===== src/rtl/dmac_wr_arbiter.sv =====
// DMAC shared AXI write-port arbiter.
// Grants channel AW requests round-robin and issues one AW per grant. The grant order is
// recorded so W bursts follow the same order. B responses are routed back to channels by bid.
module dmac_wr_arbiter #(
   parameter int unsigned N_CH      = 4,
   parameter int unsigned ADDR_W    = 32,
   parameter int unsigned DATA_W    = 32,
   parameter int unsigned ID_W      = 4,
   parameter int unsigned ORD_DEPTH = 4
) (
   input  logic                       clk,
   input  logic                       rst_n,
   // Channel-side AW
   input  logic [N_CH-1:0]            ch_awvalid_i,
   input  logic [N_CH*ADDR_W-1:0]     ch_awaddr_i,
   input  logic [N_CH*4-1:0]          ch_awlen_i,
   output logic [N_CH-1:0]            ch_awready_o,
   // Channel-side W
   input  logic [N_CH*DATA_W-1:0]     ch_wdata_i,
   input  logic [N_CH*DATA_W/8-1:0]   ch_wstrb_i,
   input  logic [N_CH-1:0]            ch_wlast_i,
   input  logic [N_CH-1:0]            ch_wvalid_i,
   output logic [N_CH-1:0]            ch_wready_o,
   // Channel-side B
   output logic [N_CH-1:0]            ch_bvalid_o,
   output logic [N_CH*2-1:0]          ch_bresp_o,
   input  logic [N_CH-1:0]            ch_bready_i,
   // AXI AW
   output logic [ID_W-1:0]            awid_o,
   output logic [ADDR_W-1:0]          awaddr_o,
   output logic [3:0]                 awlen_o,
   output logic [2:0]                 awsize_o,
   output logic [1:0]                 awburst_o,
   output logic                       awvalid_o,
   input  logic                       awready_i,
   // AXI W
   output logic [ID_W-1:0]            wid_o,
   output logic [DATA_W-1:0]          wdata_o,
   output logic [DATA_W/8-1:0]        wstrb_o,
   output logic                       wlast_o,
   output logic                       wvalid_o,
   input  logic                       wready_i,
   // AXI B
   input  logic [ID_W-1:0]            bid_i,
   input  logic [1:0]                 bresp_i,
   input  logic                       bvalid_i,
   output logic                       bready_o
);

   localparam int unsigned CH_W   = $clog2(N_CH);
   localparam int unsigned STRB_W = DATA_W / 8;
   localparam int unsigned PTR_W  = $clog2(ORD_DEPTH);
   localparam int unsigned CNT_W  = PTR_W + 1;
   localparam logic [2:0]  AwSize      = 3'($clog2(STRB_W));
   localparam logic [1:0]  AwBurstIncr = 2'b01;

   typedef enum logic [0:0] {StIdle, StIssue} aw_state_e;

   aw_state_e         aw_state_q, aw_state_d;
   logic [CH_W-1:0]   rr_ptr_q, rr_ptr_d;
   logic [CH_W-1:0]   awid_q, awid_d;
   logic [ADDR_W-1:0] awaddr_q, awaddr_d;
   logic [3:0]        awlen_q, awlen_d;

   // Grant-order FIFO: each entry is the channel whose W burst goes next
   logic [CH_W-1:0]   ord_mem_q [ORD_DEPTH];
   logic [PTR_W-1:0]  wr_ptr_q, wr_ptr_d;
   logic [PTR_W-1:0]  rd_ptr_q, rd_ptr_d;
   logic [CNT_W-1:0]  cnt_q, cnt_d;
   logic              fifo_full, fifo_empty;
   logic              push, pop;
   logic [CH_W-1:0]   head;

   logic              win_found;
   logic [CH_W-1:0]   win_idx;
   logic              grant;
   logic [CH_W-1:0]   bid_sel;

   assign fifo_full  = (cnt_q == CNT_W'(ORD_DEPTH));
   assign fifo_empty = (cnt_q == '0);
   assign head       = ord_mem_q[rd_ptr_q];
   assign grant      = (aw_state_q == StIdle) && win_found && !fifo_full;
   assign push       = grant;
   assign pop        = !fifo_empty && ch_wvalid_i[head] && wready_i && ch_wlast_i[head];
   assign bid_sel    = bid_i[CH_W-1:0];

   // Round-robin search: first requester at or after the pointer, wrapping
   always_comb begin
      int unsigned k;
      win_found = 1'b0;
      win_idx   = '0;
      k         = 0;
      for (int unsigned i = 0; i < N_CH; i++) begin
         k = (int'(rr_ptr_q) + i) % N_CH;
         if (!win_found && ch_awvalid_i[k[CH_W-1:0]]) begin
            win_found = 1'b1;
            win_idx   = k[CH_W-1:0];
         end
      end
   end

   // One-cycle accept pulse to the winning channel
   always_comb begin
      ch_awready_o = '0;
      if (grant) begin
         ch_awready_o[win_idx] = 1'b1;
      end
   end

   // AW FSM next state: latch the winner in IDLE, hold fields stable in ISSUE
   always_comb begin
      aw_state_d = aw_state_q;
      rr_ptr_d   = rr_ptr_q;
      awid_d     = awid_q;
      awaddr_d   = awaddr_q;
      awlen_d    = awlen_q;
      unique case (aw_state_q)
         StIdle: begin
            if (grant) begin
               awid_d     = win_idx;
               awaddr_d   = ch_awaddr_i[win_idx*ADDR_W +: ADDR_W];
               awlen_d    = ch_awlen_i[win_idx*4 +: 4];
               rr_ptr_d   = (win_idx == CH_W'(N_CH - 1)) ? '0 : win_idx + CH_W'(1);
               aw_state_d = StIssue;
            end
         end
         StIssue: begin
            if (awready_i) begin
               aw_state_d = StIdle;
            end
         end
         default: aw_state_d = StIdle;
      endcase
   end

   // AW state registers
   always_ff @(posedge clk or negedge rst_n) begin
      if (!rst_n) begin
         aw_state_q <= StIdle;
         rr_ptr_q   <= '0;
         awid_q     <= '0;
         awaddr_q   <= '0;
         awlen_q    <= '0;
      end else begin
         aw_state_q <= aw_state_d;
         rr_ptr_q   <= rr_ptr_d;
         awid_q     <= awid_d;
         awaddr_q   <= awaddr_d;
         awlen_q    <= awlen_d;
      end
   end

   // Order FIFO pointer/count next state; push and pop may coincide
   always_comb begin
      wr_ptr_d = wr_ptr_q;
      rd_ptr_d = rd_ptr_q;
      cnt_d    = cnt_q;
      if (push) begin
         wr_ptr_d = wr_ptr_q + PTR_W'(1);
      end
      if (pop) begin
         rd_ptr_d = rd_ptr_q + PTR_W'(1);
      end
      if (push && !pop) begin
         cnt_d = cnt_q + CNT_W'(1);
      end else if (pop && !push) begin
         cnt_d = cnt_q - CNT_W'(1);
      end
   end

   // Order FIFO storage and pointers
   always_ff @(posedge clk or negedge rst_n) begin
      if (!rst_n) begin
         wr_ptr_q <= '0;
         rd_ptr_q <= '0;
         cnt_q    <= '0;
         for (int i = 0; i < ORD_DEPTH; i++) begin
            ord_mem_q[i] <= '0;
         end
      end else begin
         wr_ptr_q <= wr_ptr_d;
         rd_ptr_q <= rd_ptr_d;
         cnt_q    <= cnt_d;
         if (push) begin
            ord_mem_q[wr_ptr_q] <= win_idx;
         end
      end
   end

   // AXI AW outputs come straight from the latched grant
   always_comb begin
      awvalid_o = (aw_state_q == StIssue);
      awid_o    = ID_W'(awid_q);
      awaddr_o  = awaddr_q;
      awlen_o   = awlen_q;
      awsize_o  = awvalid_o ? AwSize : 3'b000;
      awburst_o = awvalid_o ? AwBurstIncr : 2'b00;
   end

   // W steering: only the FIFO head channel sees the shared port
   always_comb begin
      wvalid_o    = 1'b0;
      wid_o       = '0;
      wdata_o     = '0;
      wstrb_o     = '0;
      wlast_o     = 1'b0;
      ch_wready_o = '0;
      if (!fifo_empty) begin
         wvalid_o          = ch_wvalid_i[head];
         wid_o             = ID_W'(head);
         wdata_o           = ch_wdata_i[head*DATA_W +: DATA_W];
         wstrb_o           = ch_wstrb_i[head*STRB_W +: STRB_W];
         wlast_o           = ch_wlast_i[head];
         ch_wready_o[head] = wready_i;
      end
   end

   // B routing by bid; unknown ids are accepted and dropped
   always_comb begin
      ch_bvalid_o = '0;
      ch_bresp_o  = '0;
      bready_o    = 1'b1;
      if (bid_i < ID_W'(N_CH)) begin
         ch_bvalid_o[bid_sel]        = bvalid_i;
         ch_bresp_o[bid_sel*2 +: 2]  = bresp_i;
         bready_o                    = ch_bready_i[bid_sel];
      end
   end

endmodule


===== config.mk =====
export PLATFORM = sky130hd
export DESIGN_NAME = dmac_wr_arbiter
export DESIGN_NICKNAME = d
export VERILOG_FILES = /design/src/rtl/dmac_wr_arbiter.sv
export SDC_FILE = /design/constraint.sdc
export NUM_CORES = 1
export LEC_CHECK = 0
export BUFFER_PORTS_ARGS = -buffer_cell sky130_fd_sc_hd__buf_2
export CAP_MARGIN = 20
export CORE_AREA = 2 2 166 168
export DETAILED_ROUTE_END_ITERATION = 10
export DIE_AREA = 0 0 168 170
export SYNTH_ARGS = -nofsm -noshare
export SYNTH_HDL_FRONTEND = slang
export SYNTH_SLANG_ARGS = --single-unit

===== constraint.sdc =====
create_clock -name clk -period 3.86 [get_ports clk]
set_clock_uncertainty 0.05 [all_clocks]
set_input_delay 0.579 -clock clk [delete_from_list [all_inputs] [get_ports clk]]
set_output_delay 0.579 -clock clk [all_outputs]
set_load 0.005 [all_outputs]

==> run metrics, run 1 <==
Mapped Area 5339 µm²; sequential area share after synthesis 0.2625; worst hold slack 0.2733 ns; Tot Pwr 5.642 mW; port bufs between 400 and 500; Sink Count 56; First DRT Iteration DRCs 219; Crit-path slowest cell mux4_2; Area Growth Syn to Fin 46.00%; status completed; synth warn 0; crit-path cells mux4_2 -> buf_4 -> mux4_2 -> and2_1 -> buf_2; cell family with most CP delay multiplexers; CTS tree done; Placer Congestion 1.039; vias in the first global route 6175; GRT overflow 0; switching share of power 0.4542; HPWL after DPL 21830 µm; area fraction of the dominant cell type after synthesis 0.2625; vias per inst 4.907; Die Width 168 µm; Total Routing Usage GR 0.1785; pwr/cell area just over 700 nW/µm²; Post-CTS Resized 0; switching pwr 2.563 mW; CTS clk-pin slew, worst paths 0.08 ns; worst path buffer plus inverter count 2; Detailed Routing Iterations Pass 1 4; TritonCTS Buffers 5; Die ar. 28560 µm²; Top cell by count, worst path mux4_2; Routed Antenna Nets 0; buffer levels on the longest clock path 2; DRC Markers 0; MaxCap Viol Count 0; H-tree levels 2; layout cells sized above 1 0.5261; library cells used by synthesis 40; EDFF count, synth 0; post-CTS setup buffers 0; Worst slew margin 0.4466; pin count of the biggest net entering global routing around 80; final critical-path share of the clock period 0.9031; Worst-Margin Slew 0.8301 ns; maximum clock rate roughly 0.29 GHz; maximum fanout along the worst path 30; Vert. Die Dim 170 µm; Synth area leaders dfrtp_1, mux4_2, o31a_1; Yosys reg bits 56; CP peak stage delay between 0.6 and 0.7 ns; Yosys top cell by area dfrtp_1; Gate power share 0.720; first-pass GRT wire length 38380 µm; hold buffer count at CTS 0; initial core utilization 0.2003; kind of critical path reg2out; clock power share 0.085; Synth async-reset ratio 1.000; CP Capture Type output pin; Reg power frac 0.195; Final Setup Violations 0; Routed WL per cell roughly 21 µm; Mapped Cells 548; Hold Fails Final Rpt 0; Final nets 1249; Pint 3.080 mW; Syn Area/Cell 9.742 µm²; clock root buffer clkbuf_16; crit start category flip-flop; Setup TNS 0 ns; Core Area 26650 µm²; initial antenna violation count 12; Slew Viols, Final 0; most frequent cells in the layout buf_2, o31a_1, a211oi_1, nand2_1, dfrtp_1; commonest non-fill, non-tap cell in the layout buf_2; # IOs roughly 420; Row Count 60; via count 6222; Layout fillers between 2000 and 3000; Arr. time, crit path 2.86 ns; Hold WC Path Type in2async; WP data required 3.23 ns; Clock Latency Late Sink 0.30 ns; Synth Flop Type dfrtp_1; RSZ-0062 raised after global routing false; WL final between 20000 and 30000 µm; reg-to-reg setup timing slack roughly 0.92 ns; Worst VDD drop 343.5 µV; Static Leak between 3 and 4 nW; crit path time final 3.486 ns
==> path summary, 6_finish.rpt <==
check	startpoint	endpoint	cells past startpoint
worst max-delay path	rd_ptr_q[0]$_DFFE_PN0P_	wdata_o[10]	5
worst min-delay path	rst_n	awaddr_o[14]$_DFFE_PN0P_	1
worst max register to register	rd_ptr_q[0]$_DFFE_PN0P_	cnt_q[1]$_DFFE_PN0P_	8
worst min register to register	awaddr_o[22]$_DFFE_PN0P_	awaddr_o[22]$_DFFE_PN0P_	2
max in group asynchronous	rst_n	awid_q[0]$_DFFE_PN0P_	2
min in group clk	awaddr_o[22]$_DFFE_PN0P_	awaddr_o[22]$_DFFE_PN0P_	2
==> power by group through the flow <==
stage / clock network, mW / registers [mW] / logic [mW]
after floorplan: 0 / 1.07 / 2.83
after global placement: 0 / 1.10 / 4.06
after detailed placement: 0 / 1.11 / 4.12
after CTS: 0.507 / 1.10 / 4.12
after global routing: 0.531 / 1.14 / 4.45
final: 0.480 / 1.10 / 4.06
==> state kept, by name, summed over array words and instances (netlist names) <==
| signal | flops |
|---|---|
| awvalid_o | 1 |
| awid_q | 2 |
| ord_mem_q | 8 |
| cnt_q | 3 |
| wr_ptr_q | 2 |
| rr_ptr_q | 2 |
| awaddr_o | 32 |
| awlen_o | 4 |
| rd_ptr_q | 2 |
==> kinds of logic after synthesis <==
family,share of synthesized area
flops,0.2625
fa+ha+maj,0.03656
simple gates,0.1366
other cells,0.0007024
xor+xnor,0.009843
compound gates,0.2904
mux,0.1826
buf+inv,0.08085
==> cells in the mapped netlist, drive strengths merged (2+ instances only) <==
library cell	n
a211oi	72
o31a	72
nand2	58
dfrtp	56
and2	53
clkbuf	47
mux4	39
o31ai	37
buf	26
ha	14
o21ai	13
inv	8
mux2i	7
nand2b	5
nor2	5
and3	4
nor3	4
xnor2	4
a21boi	2
and4	2
mux2	2
nor4	2
or3	2
xor2	2
==> area by class of cell <==
class | count | area, µm² | area share
timing repair buffer | 431 | 2207 | 0.2831
clock inverter | 2 | 13.76 | 0.001766
clock buffer | 6 | 128.9 | 0.01653
tap | 341 | 426.7 | 0.05474
inverter | 9 | 33.78 | 0.004334
multi-input combinational | 416 | 3566 | 0.4575
antenna | 7 | 17.52 | 0.002247
sequential | 56 | 1401 | 0.1798
==> routing by layer <==
layer / track usage / part of all wire / vias up
met3: 0.04326 / 0.084 / 58
met5: 0 / 0.0010 / -
met4: 0.09263 / 0.054 / 4
li1: - / - / 2851
met2: 0.3191 / 0.49 / 367
met1: 0.1972 / 0.37 / 2942
==> through the flow <==
stage          utilization  cell area [µm²]  setup slack [ns]  instances
4_1_cts             0.2918             7777            0.3301       1261
3_3_place_gp        0.2865             7635            0.6971       1253
3_5_place_dp        0.2865             7635            0.6666       1253
2_1_floorplan            -             5361             1.183        554
6_report            0.2925             7795            0.3739       1268
5_1_grt             0.2924             7792            0.1638       1267
(Power assumes the default switching activity.)
==> run 2: changes to the inputs <==
Settings changed: MAX_ROUTING_LAYER set to met4.
==> run 2 against run 1 <==
Compared with the run above:
- via count is 0.47% lower
- clock-buffer cell count is the same
- worst hold slack lost 0.0083 ns
==> run metrics, run 2 (same netlist as run 1, synthesis figures left out) <==
cell family with most CP delay multiplexers; CP peak stage delay 0.61 ns (about the same); HPWL after DPL 21830 µm (unchanged); first-pass GRT wire length 38250 µm (-0.32%); Die ar. 28560 µm² (unchanged); post-CTS setup buffers 0 (unchanged); cell depth of the worst flop-to-flop path 8 (unchanged); port bufs 416 (unchanged); H-tree levels 2 (unchanged); CTS tree done; Setup TNS 0 ns (unchanged); Final Setup Violations 0 (unchanged); non-filler cells, final 1269 (+0.079%); Slew Viols, Final 0 (unchanged); DRC Markers 0 (unchanged); TritonCTS Buffers 5 (unchanged); kind of critical path reg2out; Detailed Routing Iterations Pass 1 4 (unchanged); WL final 26890 µm (about the same); crit-path cells mux4_2 -> buf_4 -> mux4_2 -> and2_1 -> buf_2; vias in the first global route 6200 (+0.40%); most frequent cells in the layout buf_2, o31a_1, a211oi_1, nand2_1, dfrtp_1; layout cells sized above 1 0.5261 (unchanged); Worst slew margin 0.4444 (-0.002150); Hold Fails Final Rpt 0 (unchanged); initial antenna violation count 11 (-1); commonest non-fill, non-tap cell in the layout buf_2; RSZ-0062 raised after global routing false; Tot Pwr 5.646 mW (about the same); Area Growth Syn to Fin 46.05% (about the same); maximum fanout along the worst path 30 (unchanged); reg-to-reg setup timing slack 0.91 ns (about the same); via count 6193 (-0.47%); max reg flops 32 (unchanged); status completed; Routed WL per cell 21.19 µm (about the same); multi-input logic area 3566 µm² (unchanged); CP Capture Type output pin; pin count of the biggest net entering global routing 81 (unchanged); CTS clk-pin slew, worst paths 0.08 ns (about the same); Routed Antenna Nets 0 (unchanged); initial core utilization 0.2003 (unchanged); FF/Latch Area 1401 µm² (unchanged); vias per inst 4.880 (-0.54%); GRT overflow 0 (unchanged); Arr. time, crit path 2.86 ns (about the same); pwr/cell area 724.0 nW/µm² (about the same); worst path buffer plus inverter count 2 (unchanged); crit path time final 3.484 ns (-0.001853 ns); First DRT Iteration DRCs 288 (+32%); Crit-path slowest cell mux4_2; Total Routing Usage GR 0.1837 (+0.005173); Layout fillers 2877 (+0.035%); Hold WC Path Type in2async; Static Leak 3.686 nW (unchanged); WP data required 3.23 ns (about the same); Clock Latency Late Sink 0.30 ns (about the same); Vert. Die Dim 170 µm (unchanged); Core Area 26650 µm² (unchanged); crit path to wdata_o[12]; Placer Congestion 1.059 (+2.0%); # IOs 424 (unchanged); Die Width 168 µm (unchanged); maximum clock rate 0.2870 GHz (about the same); buffer levels on the longest clock path 2 (unchanged); Worst-Margin Slew 0.8333 ns (+0.003225 ns); Crit. Startpoint rd_ptr_q[0]$_DFFE_PN0P_; Row Count 60 (unchanged); Sink Count 56 (unchanged); Worst VDD drop 343.2 µV (about the same); final critical-path share of the clock period 0.9027 (about the same); dpl cells 1253 (unchanged); Final nets 1249 (unchanged); reg-to-reg startpoint rd_ptr_q[0]$_DFFE_PN0P_; MaxCap Viol Count 0 (unchanged); Worst path depth 5 (unchanged); Top cell by count, worst path mux4_2; hold buffer count at CTS 0 (unchanged); Post-CTS Resized 0 (unchanged); clock root buffer clkbuf_16; crit start category flip-flop; Reg-to-Reg End cnt_q[1]$_DFFE_PN0P_
[run 2: worst min path at each step]
stage | cells after the start | endpoint | from
finish | 1 | awaddr_o[14]$_DFFE_PN0P_ | rst_n
global route | 1 | awaddr_o[14]$_DFFE_PN0P_ | rst_n
CTS | 1 | awaddr_o[14]$_DFFE_PN0P_ | rst_n
detailed placement | 2 | awaddr_o[22]$_DFFE_PN0P_ | awaddr_o[22]$_DFFE_PN0P_
global placement | 2 | awaddr_o[10]$_DFFE_PN0P_ | awaddr_o[10]$_DFFE_PN0P_
floorplan | 0 | awaddr_o[0]$_DFFE_PN0P_ | rst_n
[run 2: stage by stage]
step                        util  hold WS [ns]  worst slack [ns]  cell area [µm²]
final                     0.2926        0.2650            0.3757             7797
after global routing      0.2926        0.3194            0.1631             7797
after CTS                 0.2918        0.2915            0.3301             7777
after detailed placement  0.2865        0.4117            0.6666             7635
after global placement    0.2865        0.4073            0.6971             7635
after floorplan                -        0.2334             1.183             5361
[run 2: cell type report]
type	instances	area share
sequential	56	0.1797
inverter	9	0.004332
multi-input combinational	416	0.4573
antenna	8	0.002567
timing repair buffer	431	0.2831
clock inverter	2	0.001765
tap	341	0.05472
clock buffer	6	0.01653
[run 2: where the power goes]
part	leakage, nW	switching (mW)	internal, mW	total [mW]
combinational	2.93	2.12	1.95	4.06
clock	0.0713	0.239	0.244	0.483
sequential	0.685	0.208	0.891	1.10
[run 2: metal layers]
| metal | global-route usage | share of wire | vias to the layer above |
|---|---|---|---|
| met1 | 0.2003 | 0.38 | 2922 |
| met3 | 0.03651 | 0.073 | 55 |
| met4 | 0.09225 | 0.052 | 0 |
| met5 | - | 0 | - |
| met2 | 0.3202 | 0.50 | 364 |
| li1 | - | - | 2852 |
